==> config.mk <==
export PLATFORM = sky130hd
export DESIGN_NAME = bcd_display_scanner
export DESIGN_NICKNAME = d
export VERILOG_FILES = /design/src/rtl/bcd_display_pkg.sv /design/src/rtl/bcd_to_7seg.sv /design/src/rtl/bcd_display_scanner.sv
export SDC_FILE = /design/constraint.sdc
export NUM_CORES = 1
export LEC_CHECK = 0
export CAP_MARGIN = 20
export CORE_MARGIN = 1.5
export CORE_UTILIZATION = 30
export DETAILED_ROUTE_END_ITERATION = 7
export HOLD_SLACK_MARGIN = 0.05
export SLEW_MARGIN = 10
export SYNTH_ARGS = -nofsm -noshare
export SYNTH_HDL_FRONTEND = slang
export SYNTH_HIERARCHICAL = 1
export SYNTH_SLANG_ARGS = --single-unit
==> constraint.sdc <==
create_clock -name i_rtcclk -period 3.65 [get_ports i_rtcclk]
set_input_delay 0.73 -clock i_rtcclk [delete_from_list [all_inputs] [get_ports i_rtcclk]]
set_output_delay 0.73 -clock i_rtcclk [all_outputs]
set_load 0.05 [all_outputs]
==> src/rtl/bcd_display_pkg.sv <==
// bcd_display_pkg: shared types and constants for the BCD stopwatch display scanner
package bcd_display_pkg;
  typedef enum logic [1:0] {IDLE, BLANK, ON} state_t;
  localparam logic [6:0] SEG_0 = 7'h3F;
  localparam logic [6:0] SEG_1 = 7'h06;
  localparam logic [6:0] SEG_2 = 7'h5B;
  localparam logic [6:0] SEG_3 = 7'h4F;
  localparam logic [6:0] SEG_4 = 7'h66;
  localparam logic [6:0] SEG_5 = 7'h6D;
  localparam logic [6:0] SEG_6 = 7'h7D;
  localparam logic [6:0] SEG_7 = 7'h07;
  localparam logic [6:0] SEG_8 = 7'h7F;
  localparam logic [6:0] SEG_9 = 7'h6F;
  localparam logic [6:0] SEG_DASH = 7'h40;
  localparam logic [6:0] SEG_OFF = 7'h00;
  localparam int DIG_TENS_MS = 0;
  localparam int DIG_HUND_MS = 1;
  localparam int DIG_SEC = 2;
  localparam int DIG_TENS_SEC = 3;
  localparam int DIG_MIN = 4;
  localparam int DIG_TENS_MIN = 5;
  localparam logic [5:0] DP_MASK = 6'b010100;
endpackage

==> src/rtl/bcd_to_7seg.sv <==
// bcd_to_7seg: active-high gfedcba decoder, dash for non-decimal nibbles
module bcd_to_7seg
  import bcd_display_pkg::*;
(
  input  logic [3:0] bcd,
  output logic [6:0] seg
);
  always_comb begin
    case (bcd)
      4'd0: seg = SEG_0;
      4'd1: seg = SEG_1;
      4'd2: seg = SEG_2;
      4'd3: seg = SEG_3;
      4'd4: seg = SEG_4;
      4'd5: seg = SEG_5;
      4'd6: seg = SEG_6;
      4'd7: seg = SEG_7;
      4'd8: seg = SEG_8;
      4'd9: seg = SEG_9;
      default: seg = SEG_DASH;
    endcase
  end
endmodule

==> src/rtl/bcd_display_scanner.sv <==
// bcd_display_scanner: frame-snapshotted six-digit multiplexed 7-segment driver for MM:SS.hh
module bcd_display_scanner
  import bcd_display_pkg::*;
#(
  parameter int ON_CYCLES = 3,
  parameter int BLANK_CYCLES = 1,
  parameter bit ACTIVE_LOW = 1
) (
  input  logic        i_rtcclk,
  input  logic        rst,
  input  logic [23:0] i_count,
  input  logic        i_enable,
  input  logic        i_freeze,
  input  logic        i_lzb_en,
  output logic [6:0]  o_seg,
  output logic        o_dp,
  output logic [5:0]  o_an,
  output logic        o_frame_start,
  output logic        o_frozen
);
  localparam int M = ON_CYCLES > BLANK_CYCLES ? ON_CYCLES : BLANK_CYCLES;
  localparam int CW = M > 1 ? $clog2(M) : 1;
  localparam logic [CW-1:0] ON_LAST = CW'(ON_CYCLES - 1);
  localparam logic [CW-1:0] BL_LAST = CW'(BLANK_CYCLES > 0 ? BLANK_CYCLES - 1 : 0);
  localparam state_t FIRST = BLANK_CYCLES > 0 ? BLANK : ON;
  state_t state, nstate;
  logic [2:0] idx, nidx;
  logic [CW-1:0] cnt, ncnt;
  logic [23:0] snap, nsnap;
  logic nfrozen, nfs, blank;
  logic [5:0] lzb;
  logic [6:0] dec;
  always_comb begin
    nstate = state;
    nidx = idx;
    ncnt = cnt;
    nsnap = snap;
    nfrozen = o_frozen;
    nfs = 1'b0;
    if (!i_enable) begin
      nstate = IDLE;
      nidx = 3'd0;
      ncnt = '0;
    end else if (state == IDLE) begin
      nstate = FIRST;
      nidx = 3'd0;
      ncnt = '0;
      nfs = 1'b1;
    end else if (state == BLANK) begin
      nstate = cnt == BL_LAST ? ON : BLANK;
      ncnt = cnt == BL_LAST ? '0 : cnt + 1'b1;
    end else if (cnt == ON_LAST) begin
      nstate = FIRST;
      ncnt = '0;
      nidx = idx == 3'd5 ? 3'd0 : idx + 3'd1;
      nfs = idx == 3'd5;
    end else begin
      ncnt = cnt + 1'b1;
    end
    if (nfs) begin
      nfrozen = i_freeze;
      nsnap = i_freeze ? snap : i_count;
    end
  end
  // cascade from the most significant digit so only true leading zeros go dark
  assign lzb[5] = i_lzb_en && nsnap[23:20] == 4'd0;
  assign lzb[4] = lzb[5] && nsnap[19:16] == 4'd0;
  assign lzb[3] = lzb[4] && nsnap[15:12] == 4'd0;
  assign lzb[2:0] = 3'b000;
  assign blank = nstate == IDLE || lzb[nidx];
  bcd_to_7seg u_dec (.bcd(nsnap[{nidx, 2'b00} +: 4]), .seg(dec));
  always_ff @(posedge i_rtcclk or posedge rst) begin
    if (rst) begin
      state <= IDLE;
      idx <= 3'd0;
      cnt <= '0;
      snap <= 24'h0;
      o_frozen <= 1'b0;
      o_frame_start <= 1'b0;
      o_an <= {6{ACTIVE_LOW}};
      o_seg <= {7{ACTIVE_LOW}};
      o_dp <= ACTIVE_LOW;
    end else begin
      state <= nstate;
      idx <= nidx;
      cnt <= ncnt;
      snap <= nsnap;
      o_frozen <= nfrozen;
      o_frame_start <= nfs;
      o_an <= (nstate == ON ? 6'b1 << nidx : 6'b0) ^ {6{ACTIVE_LOW}};
      o_seg <= (blank ? SEG_OFF : dec) ^ {7{ACTIVE_LOW}};
      o_dp <= (!blank && DP_MASK[nidx]) ^ ACTIVE_LOW;
    end
  end
endmodule

==> flow_summary.ini <==
[run_status]
run_status = completed

[timing]
fmax_mhz = 296
fin_crit_sh = 0.927
maxSlewViolCount = 0
slew_headroom = 0.664
finalCriticalPeriod_ps = 3380
setup_viol = 0
hold_ws_ps = 503
setup_ws_ps = 267
hold_viol = 0
rsz0062_at_grt = no
clock_skew_ps = 6.54
worst_pin_slew_ps = 502
tns_ps = 0

[setup_path]
crit_type = register to register
r2r_setup_slack_ps = 270
critPathMaxFanout = 25
cp-end-kind = register
arrival_ps = 3600
r2r_start = cnt[0]
critPathRequiredTime_ps = 3870
startpoint = cnt[0]
startpoint_type = register

[yosys]
synth_fa_ha_area_frac = 0.0470
synth_seq_area_share = 0.498
syn_avg_cell_area_um2 = 11.4
synth.area.mux_share = 0.131
synth_edf_count = 0
syn_area_um2 = 2400
synth_cells = 211
synth_top_family_by_area = compound AO/OA/AOI/OAI gates
synth.distinct_cells = 47
synth_nets = 249
yosys.area_share.simple = 0.140
yosys.area_share.xor_xnor = 0
async_flop_share = 1.00
synthFlopType = dfrtp_1
synth_seq_cells = 47
yosys_warnings = 6
synth_compound_gate_area_share = 0.141

[global_route]
grt_pass1_vias = 1765
grt_first_pass_wirelength_um = 8730
grt.overflow.total = 0
grtUsageTotal = 0.131
antenna_found_initial = 0
grt_max_degree = 30

[power]
pwr-share-clk = 0.184
intPower_uw = 1390
combPwrFrac = 0.444
p_leak_uw = 0.00133
peakVddDrop_uv = 267
p_per_area_nw_per_um2 = 661
sw_frac_of_total = 0.350
p_sw_uw = 748
seqPwrFrac = 0.372

[final_layout]
syn2layout_area_growth_pct = 34.9
drive_above_1_share = 0.293
utilization = 0.418
multi_input_area_um2 = 1110
n_antenna_cell = 0
fin_area_um2 = 3230
fill_cells = 738
nNetsFinal = 313
ff_latch_area_um2 = 1190

[clock_tree]
clk_latency_ps = 300
hold_buffers = 0
cts_buffers = 5
cts_root_buf = clkbuf_8
cts_buffer_depth = 2
clk_pin_slew_worst_paths_ps = 90
cts_tree = done
h-tree-depth = 2
post_cts_buffers = 0
cts_resized = 0
clock_sinks = 47

[die]
core_area_um2 = 7730
fp.dieH_um = 92.4
start_util = 0.310
dieWidth_um = 92.4
num_rows = 32
dieArea_um2 = 8530
io_pins = 45

[route]
ant_nets = 0
viasPerCell = 4.68
drtIter0Drc = 51
route.detailed.drc = 0
wl_per_cell_um = 14.1
drt_wl_total_um = 5330
dr_total_vias = 1768
drt_pre_antenna_iters = 4

[placement]
placed_cell_area_um2 = 3070
pre_cts_ws_ps = -70.9
portBuffers = 44
dp_hpwl_um = 3920
place.gp.congestion = 0.816

[worst_hold_path]
hold_path.class = register to register
holdCritStartpoint = snap[0]

[job]
maxCapViolations = 0
registers in the layout, summed over array words and instances, names as in the netlist:
register and cells:
snap 24, o_seg 7, o_an 6, idx 3, cnt 2, state 2, o_dp 1, o_frame_start 1
o_frozen 1
synth_stat cells (3+ instances only):
master,count,area [um2]
inv_1,8,30.0
nor2b_1,5,31.3
a21o_1,5,37.5
buf_6,3,33.8
a22oi_1,6,45.0
nand2b_1,5,31.3
mux2_2,27,304
and3_1,3,18.8
o21ai_0,8,40.0
a21oi_1,5,25.0
o22ai_1,3,18.8
buf_2,3,15.0
dfrtp_1,33,826
nand3_1,11,55.1
nor2_1,12,45.0
dfstp_2,14,368
nand2_1,17,63.8
clkbuf_1,3,11.3
ha_1,9,113
final timing paths:
check / endpoint / cells after the start
max: o_seg[3] / 14
min: snap[0] / 1
max reg2reg: o_seg[3] / 14
min reg2reg: snap[0] / 1
max in group asynchronous: o_seg[5] / 4
min in group asynchronous: snap[8] / 2
layout by cell type (no fill, tap or decap), types with 2 or more instances in the layout:
cell / instances
dfrtp_1: 33
mux2_2: 27
nor2b_1: 5
and3_1: 3
a22oi_2: 3
nand2b_1: 5
nand2_1: 17
a22oi_1: 4
a21oi_1: 5
a221oi_1: 2
inv_1: 7
clkdlybuf4s50_1: 44
o21ai_0: 8
nor2_1: 11
ha_1: 9
nand3_1: 11
o211ai_1: 2
o22ai_1: 3
dfstp_2: 14
clkinv_1: 2
clkbuf_8: 6
a21o_1: 5
a311o_1: 2
buf_4: 21
cell families (layout without fill, tap and decap cells):
logic type | count (synthesis) | count (layout)
AO/OA/AOI/OAI | 43 | 43
AND/OR/NAND/NOR | 65 | 65
adder cells (fa/ha/maj) | 9 | 9
flip-flops | 47 | 47
buffers and inverters | 19 | 84
multiplexers | 28 | 28
final cells by class:
cell class	count	area share
inverter	9	0.0105
tap	102	0.0395
clock inverter	2	0.0108
multi-input combinational	145	0.345
sequential	47	0.369
clock buffer	6	0.0256
timing repair buffer	67	0.200
critical path, stage by stage, from the launching register on:
cell	delay (ps)
dfrtp_1	390
inv_1	80
ha_1	300
nand3b_2	130
a2111oi_4	400
and2b_1	240
buf_12	190
buf_4	140
mux2_2	160
nand2_1	40
and3_1	170
a22oi_1	390
mux2_2	410
o22ai_1	150
nand3_1	100
routing by layer:
| layer | wire length (um) | global-route usage |
|---|---|---|
| met5 | 0 | 0 |
| met4 | 76 | 0.0462 |
| met3 | 224 | 0.0320 |
| met2 | 2220 | 0.183 |
| met1 | 2810 | 0.196 |
power groups by stage:
stage / clock, uW / sequential (uW) / combinational [uW]
4_1_cts: 408 / 798 / 943
5_1_grt: 426 / 816 / 1040
3_3_place_gp: 0 / 806 / 931
6_report: 393 / 796 / 949
3_5_place_dp: 0 / 807 / 939
2_1_floorplan: 0 / 941 / 540
through the flow:
step	cells	power [uW]
floorplan	211	1480
global placement	369	1740
finish	378	2140
global route	378	2280
CTS	377	2150
detailed placement	369	1750
Power figures use the tool's default switching activity.
